## config.mk

```make
export PLATFORM = sky130hd
export DESIGN_NAME = booth_r4_seq
export DESIGN_NICKNAME = d
export VERILOG_FILES = /design/src/rtl/booth_r4_seq.sv
export SDC_FILE = /design/constraint.sdc
export NUM_CORES = 1
export LEC_CHECK = 0
export BUFFER_PORTS_ARGS = -buffer_cell sky130_fd_sc_hd__clkbuf_2
export CORE_UTILIZATION = 60
export CTS_CLUSTER_DIAMETER = 60
export DETAILED_ROUTE_END_ITERATION = 10
export GPL_TIMING_DRIVEN = 0
export MAX_ROUTING_LAYER = met4
export PLACE_DENSITY = 0.8
export RECOVER_POWER = 25
export SLEW_MARGIN = 5
export SYNTH_ARGS = -nofsm -noshare
export SYNTH_HDL_FRONTEND = slang
export SYNTH_SLANG_ARGS = --single-unit
export TNS_END_PERCENT = 100
```

## constraint.sdc

```tcl
create_clock -name clk -period 17.75 [get_ports clk]
set_input_delay 0.8875 -clock clk [delete_from_list [all_inputs] [get_ports clk]]
set_output_delay 0.8875 -clock clk [all_outputs]
set_load 0.02 [all_outputs]
```

## src/rtl/booth_r4_seq.sv

```systemverilog
// Sequential radix-4 Booth multiplier.
// Processes one Booth digit per clock and produces a 2*WIDTH-bit product
// that is exact for both signed and unsigned operands.
module booth_r4_seq #(
  parameter int WIDTH = 32
) (
  input  logic               clk,
  input  logic               rst_n,
  input  logic               start,
  input  logic               is_signed,
  input  logic [WIDTH-1:0]   in1,
  input  logic [WIDTH-1:0]   in2,
  output logic               busy,
  output logic               done,
  output logic [2*WIDTH-1:0] result
);

  // Number of Booth digits needed to cover WIDTH+2 extended multiplier bits.
  localparam int NDIG = WIDTH/2 + 1;
  // Operand width after the 2-bit sign/zero extension.
  localparam int XW   = WIDTH + 2;
  // Accumulator width: wide enough that a shifted partial product never wraps
  // into the product bits.
  localparam int AW   = 2*WIDTH + 4;
  localparam int IW   = $clog2(NDIG + 1);

  typedef enum logic [1:0] {
    ST_IDLE = 2'd0,
    ST_RUN  = 2'd1,
    ST_DONE = 2'd2
  } state_t;

  state_t          state_r;
  logic [XW-1:0]   m_r;      // extended multiplicand
  logic [XW:0]     scan_r;   // multiplier scan vector, shifted right two bits per digit
  logic [AW-1:0]   acc_r;    // running product
  logic [IW-1:0]   idx_r;    // current digit index

  logic [AW-1:0]   m_ext_s;
  logic [AW-1:0]   pp_s;
  logic [IW:0]     sh_s;
  logic [AW-1:0]   acc_nxt_s;
  logic [1:0]      ext1_s;
  logic [1:0]      ext2_s;

  // Extension bits for the operands being captured: sign copies or zeros.
  always_comb begin
    if (is_signed) begin
      ext1_s = {2{in1[WIDTH-1]}};
      ext2_s = {2{in2[WIDTH-1]}};
    end else begin
      ext1_s = 2'b00;
      ext2_s = 2'b00;
    end
  end

  // Decode the current overlapping 3-bit group into a partial product and
  // add it, weighted by 4^idx, to the accumulator.
  always_comb begin
    m_ext_s = {{(AW-XW){m_r[XW-1]}}, m_r};
    case (scan_r[2:0])
      3'b001, 3'b010: pp_s = m_ext_s;
      3'b011:         pp_s = m_ext_s << 1;
      3'b100:         pp_s = {AW{1'b0}} - (m_ext_s << 1);
      3'b101, 3'b110: pp_s = {AW{1'b0}} - m_ext_s;
      default:        pp_s = {AW{1'b0}};
    endcase
    sh_s      = {idx_r, 1'b0};
    acc_nxt_s = acc_r + (pp_s << sh_s);
  end

  // Control FSM, datapath registers and registered outputs.
  always_ff @(posedge clk or negedge rst_n) begin
    if (!rst_n) begin
      state_r <= ST_IDLE;
      m_r     <= {XW{1'b0}};
      scan_r  <= {(XW+1){1'b0}};
      acc_r   <= {AW{1'b0}};
      idx_r   <= {IW{1'b0}};
      busy    <= 1'b0;
      done    <= 1'b0;
      result  <= {(2*WIDTH){1'b0}};
    end else begin
      case (state_r)
        ST_IDLE: begin
          done <= 1'b0;
          if (start) begin
            m_r     <= {ext1_s, in1};
            scan_r  <= {ext2_s, in2, 1'b0};
            acc_r   <= {AW{1'b0}};
            idx_r   <= {IW{1'b0}};
            busy    <= 1'b1;
            state_r <= ST_RUN;
          end else begin
            busy    <= 1'b0;
          end
        end
        ST_RUN: begin
          acc_r  <= acc_nxt_s;
          scan_r <= {2'b00, scan_r[XW:2]};
          idx_r  <= idx_r + IW'(1);
          if (idx_r == IW'(NDIG - 1)) begin
            result  <= acc_nxt_s[2*WIDTH-1:0];
            done    <= 1'b1;
            state_r <= ST_DONE;
          end else begin
            done    <= 1'b0;
          end
        end
        ST_DONE: begin
          done    <= 1'b0;
          busy    <= 1'b0;
          state_r <= ST_IDLE;
        end
        default: begin
          done    <= 1'b0;
          busy    <= 1'b0;
          state_r <= ST_IDLE;
        end
      endcase
    end
  end

endmodule

```

==> results of run 1 <==
[registers in the layout (all words and copies together) (netlist names)]
signal / cells
acc_r: 64
result: 64
scan_r: 34
m_r: 33
idx_r: 5
state_r: 2
busy: 1
done: 1
[stage by stage]
stage                 util  instances
finish              0.6894       2513
CTS                 0.6906       2512
detailed placement  0.6575       2471
global route        0.6893       2512
floorplan                -       2002
global placement    0.6561       2470
[synth_stat cells (all sizes together) (10+ instances only)]
library cell / n / area share
and2: 16 / 0.0062
o21bai: 12 / 0.0056
dfrtp: 204 / 0.32
nor2b: 47 / 0.018
o211ai: 18 / 0.0087
nand2: 332 / 0.077
xor2: 37 / 0.020
nand4: 20 / 0.0078
mux2i: 45 / 0.028
or2: 12 / 0.0047
and3: 10 / 0.0039
a31oi: 35 / 0.014
ha: 66 / 0.051
o21ai: 130 / 0.040
a22oi: 46 / 0.021
xnor2: 50 / 0.027
nand2b: 16 / 0.0062
o31ai: 16 / 0.0075
nor2: 139 / 0.032
a21oi: 146 / 0.046
clkbuf: 133 / 0.031
inv: 26 / 0.0061
nor4: 12 / 0.0075
buf: 32 / 0.0096
nor3: 29 / 0.0099
a211oi: 12 / 0.0059
mux2: 28 / 0.020
a21o: 65 / 0.030
o22ai: 17 / 0.0066
or3: 17 / 0.0066
nand3: 32 / 0.0099
a22o: 61 / 0.033
[layer usage]
layer | global-route usage | up-vias | share of wire
met3 | 0.1018 | 131 | 0.11
met1 | 0.5621 | 7995 | 0.42
met5 | - | - | 0
li1 | - | 7597 | -
met4 | 0.1113 | 0 | 0.027
met2 | 0.6428 | 970 | 0.44
[path summary, 6_finish.rpt]
path,depth (start not counted),end
worst min register to register,2,result[29]
worst max register to register,24,result[57]
max in group clk,24,result[57]
worst max-delay path,2,acc_r[55]
min in group asynchronous,1,m_r[10]
worst min-delay path,2,result[29]
[kinds of logic (layout without fill, tap and decap cells)]
group | Yosys count | in the layout | synth area share
AO/OA/AOI/OAI | 652 | 652 | 0.2715
XOR/XNOR | 87 | 87 | 0.04730
adder cells (fa/ha/maj) | 67 | 67 | 0.05250
buffers and inverters | 194 | 369 | 0.04746
flip-flops | 204 | 204 | 0.3169
multiplexers | 75 | 75 | 0.05033
other | 0 | 1 | 0
AND/OR/NAND/NOR | 723 | 723 | 0.2140
[area by class of cell]
| class | count | area [µm²] | area share |
|---|---|---|---|
| buffer | 165 | 655.6 | 0.03629 |
| antenna | 1 | 2.502 | 0.0001385 |
| timing repair buffer | 134 | 668.1 | 0.03698 |
| sequential | 204 | 5105 | 0.2826 |
| inverter | 29 | 108.9 | 0.006025 |
| clock buffer | 31 | 696.9 | 0.03858 |
| multi-input combinational | 1604 | 10240 | 0.5668 |
| clock inverter | 10 | 170.2 | 0.009419 |
| tap | 335 | 419.2 | 0.02320 |
==> out/qor.csv, run 1 <==
metric,value,unit
IO Pins,134,
Critical Path Sink Type,async pin,
Worst Max-Slew Pin Slew,5.460,ns
max-cap viol count,2,
DR vias/cell,6.643,
final WL,56.35,mm
failing checks,"design-rule violations, max-capacitance violations, max-slew violations",
Die H,165.9,µm
Max stage delay on crit path,4.02,ns
WP data arrival,8.67,ns
crit path cell chain,clkbuf_1 > clkbuf_1,
CP startpoint,rst_n,
Core ar.,26210,µm²
row count,59,
HP Class,reg -> reg,
slew margin rel.,-2.640,
dpl ws,10.01,ns
synth warn,0,
clock latency on the worst-skew pair,0.56,ns
CTS Buf Count,24,
post-route cell area,18070,µm²
CTS tree,built,
Nets,2297,
GRT Overall Usage,0.4219,
"Setup Fix Bufs, Post-CTS",0,
Synth-to-Final Area Change,12.15,%
final setup fails,0,
Root Driver,clkbuf_16,
Critical Path Fanout Max,109,
H-tree depth,1,
critical path type,in -> async,
top_reg_cell synth,dfrtp_1,
Horiz. Die Dim,165.9,µm
pin count of the biggest net entering global routing,110,
internal reg-to-reg setup slack,9.32,ns
Clock Skew,0.02327,ns
vias in the first global route,16190,
initial antenna violation count,0,
Synth cell types,84,
Pins Over Slew Limit,207,
grt ovf,0,
asr flop ratio synth,1.000,
"Hold Vio Cnt, Final",0,
most frequent CP cell,clkbuf_1,
vias post-DR,16693,
post-synthesis instance total,2002,
drt drc,6,
Post-DRT Antenna Nets,0,
TNS Setup,0,ns
mapped cell area,16110,µm²
Synth Register Bits,204,
Final Wtd Congestion,1.171,
CP max-delay cell,clkbuf_1,
sequential fraction of the synthesis area,0.3169,
die area,27510,µm²
Hold Crit Start,result[29],
Crit path max-delay family,buffers and inverters,
"Net Count, Synth",2137,
final worst setup slack,8.415,ns
outcome,"complete, but fails checks",
R2R Path Start,scan_r[2],
# fillers,2127,
Tcrit/Tclk final,0.5259,
RSZ-0062 raised after global routing,no,
"commonest non-fill, non-tap cell in the layout",nand2_1,
layout cells sized above 1,0.1153,
Pre-antenna DRT Iters,11,
first-pass GRT wire length,89.59,mm
post-DP HPWL,42.54,mm
Post-CTS Resized,0,
CP Launch Type,input pin,
"Cell Area, Placed",17230,µm²
hold slack,0.4738,ns
crit path time final,9.335,ns
clk buf depth,3,
routed length per instance,22.42,µm
IO buf count,133,
"commonest cells after routing, fill and taps aside","332 x nand2_1, 204 x dfrtp_1, 145 x a21oi_1",
fmax,107.1,MHz
Clock transition at path regs,0.06,ns
"Data required, critical path",17.08,ns
Iter 0 DRT Violations,2120,
"EDFF count, synth",0,
CTS Sinks,204,
synthesized area per cell,8.047,µm²
hold_buf cts,0,
Starting Density,0.6147,
crit path buf inv count,2,
Power of run 1 is not shown: default switching activity piles up to over one toggle a cycle in this logic, so the estimate is an artifact.
==> run 2: changes to the inputs <==
- clock period: 17.75 -> 8.8 ns (I/O delays scaled with it)
==> run 2 against run 1 <==
Against the previous run:
- the run still ends with design-rule violations, max-capacitance violations, max-slew violations left
- wire length barely moved
- core utilization barely moved
- via count shrank 0.28%
- critical path depth up 22
- final area about the same
- first-iteration DRC count is 0.61% lower
- non-clock buffer count rose by 1
- die area unchanged
- highest routed layer unchanged
==> out/qor.csv, run 2 (synthesis gave the netlist of run 1 again) <==
metric,value,unit,change
fmax,119.2,MHz,
Pre-antenna DRT Iters,9,,-2
slew margin rel.,-2.549,,+0.09104
Nets,2298,,+0.044%
GRT Overall Usage,0.4222,,about the same
"Hold Vio Cnt, Final",0,,unchanged
most frequent CP cell,clkbuf_1,,
vias post-DR,16647,,-0.28%
crit path cell chain,clkbuf_1 > nor3b_1 > clkbuf_1 > clkbuf_1 > a311oi_1 > o22ai_1 > mux2i_1 > o21ai_0 > o21ai_0 > mux2_2 > nor2_1 > ha_1 > clkbuf_1 > nand4_1 > nor2_1 > and2_1 > o211ai_1 > a311oi_1 > a31oi_1 > o21ai_0 > nor2b_1 > a31oi_1 > xnor2_1 > mux2_2,,
reg2reg path depth,24,,unchanged
final WL,56.39,mm,about the same
CP Launch Type,flop,,
crit path time final,8.391,ns,
Crit path max-delay family,compound AO/OA/AOI/OAI gates,,
CP Depth,24,,+22
Critical Path Fanout Max,10,,-91%
CP max-delay cell,a311oi_1,,
worst setup path end,result[57],,
Core ar.,26210,µm²,unchanged
vias in the first global route,16196,,+0.037%
Worst Max-Slew Pin Slew,5.323,ns,-0.1366 ns
Tcrit/Tclk final,0.9535,,
CTS Sinks,204,,unchanged
drt drc,6,,unchanged
Final Wtd Congestion,1.171,,unchanged
outcome,"complete, but fails checks",,
"commonest cells after routing, fill and taps aside","332 x nand2_1, 204 x dfrtp_1, 156 x clkbuf_1",,
Clock transition at path regs,0.06,ns,about the same
Horiz. Die Dim,165.9,µm,unchanged
HP Class,in -> reg,,
IO Pins,134,,unchanged
# fillers,2137,,+0.47%
layout cells sized above 1,0.1051,,-0.01015
Die H,165.9,µm,unchanged
final setup fails,0,,unchanged
Post-DRT Antenna Nets,0,,unchanged
R2R Path Start,scan_r[2],,
IO buf count,133,,unchanged
Pins Over Slew Limit,97,,-53%
CP startpoint,scan_r[2],,
post-DP HPWL,42.54,mm,unchanged
WP data arrival,8.82,ns,+0.15 ns
max-cap viol count,1,,-1
TNS Setup,0,ns,unchanged
Iter 0 DRT Violations,2107,,-0.61%
CTS Buf Count,24,,unchanged
RSZ-0062 raised after global routing,no,,
critical path type,reg -> reg,,
Starting Density,0.6147,,unchanged
row count,59,,unchanged
failing checks,"design-rule violations, max-capacitance violations, max-slew violations",,
first-pass GRT wire length,89.62,mm,about the same
Root Driver,clkbuf_16,,
Critical Path Sink Type,flop,,
DR vias/cell,6.622,,-0.32%
Clock Skew,0.02516,ns,+0.001898 ns
routed length per instance,22.43,µm,about the same
crit path buf inv count,4,,+2
R2R Path End,result[57],,
Max stage delay on crit path,0.89,ns,-3.13 ns
"Data required, critical path",9.23,ns,-7.85 ns
biggest regs,"acc_r (64), result (64), scan_r (34)",,
clk buf depth,3,,unchanged
pin count of the biggest net entering global routing,110,,unchanged
H-tree depth,1,,unchanged
internal reg-to-reg setup slack,0.41,ns,-8.91 ns
"commonest non-fill, non-tap cell in the layout",nand2_1,,
die area,27510,µm²,unchanged
Synth-to-Final Area Change,12.18,%,about the same
clock latency on the worst-skew pair,0.56,ns,about the same
CTS tree,built,,
initial antenna violation count,0,,unchanged
grt ovf,0,,unchanged
==> run 2: cell count changes in the layout (fill, tap and decap cells not counted), sizes merged <==
| cell | before | now |
|---|---|---|
| clkbuf | 298 | 297 |
| buf | 32 | 33 |
| dlygate4sd3 | 0 | 1 |
==> run 2: final cells by class <==
cell class / instances / area (µm²) / share of cell area
multi-input cells: 1604 / 10240 / 0.5666
flip-flops and latches: 204 / 5105 / 0.2825
clock buffers: 31 / 696.9 / 0.03857
repair buffers: 135 / 673.1 / 0.03725
plain buffers: 165 / 655.6 / 0.03628
well taps: 335 / 419.2 / 0.02319
clock inverters: 10 / 170.2 / 0.009416
inverters: 29 / 108.9 / 0.006024
diodes: 1 / 2.502 / 0.0001385
==> run 2: worst min-delay path, cell delays in order <==
cell	delay, ns
clkbuf_2	0.07
nand2_1	0.04
nand2_1	0.04
==> run 2: metrics by stage <==
stage	worst slack (ns)	utilization	cells	hold slack [ns]	cell area, µm²
floorplan	3.016	-	2002	0.1444	16110
global placement	1.028	0.6561	2470	0.4583	17190
detailed placement	1.056	0.6575	2471	0.4614	17230
CTS	0.9519	0.6910	2513	0.07112	18110
global route	0.1636	0.6895	2513	0.09031	18070
finish	0.4093	0.6896	2514	0.06706	18070
==> run 2: worst min-delay path by stage <==
stage,end,start,cells after the start
after floorplan,acc_r[0],rst_n,0
after global placement,result[35],result[35],2
after detailed placement,result[10],result[10],2
after CTS,m_r[30],in1[30],3
after global routing,m_r[26],in1[26],3
final,m_r[5],in1[5],3
==> run 2: repair_timing <==
action / in CTS / in global routing
gates resized for setup: 0 / 0
endpoints found under the hold margin: 8 / 0
hold buffers: 1 / 0
setup buffers: 0 / 0
==> run 2: metal layers <==
metal  routed length [µm]  up-vias  track usage
met4                 1456        0       0.1113
li1                     -     7584            -
met3                 6334      135       0.1018
met1                23750     7988       0.5621
met5                    0        -            -
met2                24850      940       0.6437
Power of run 2 is left out for the same reason.
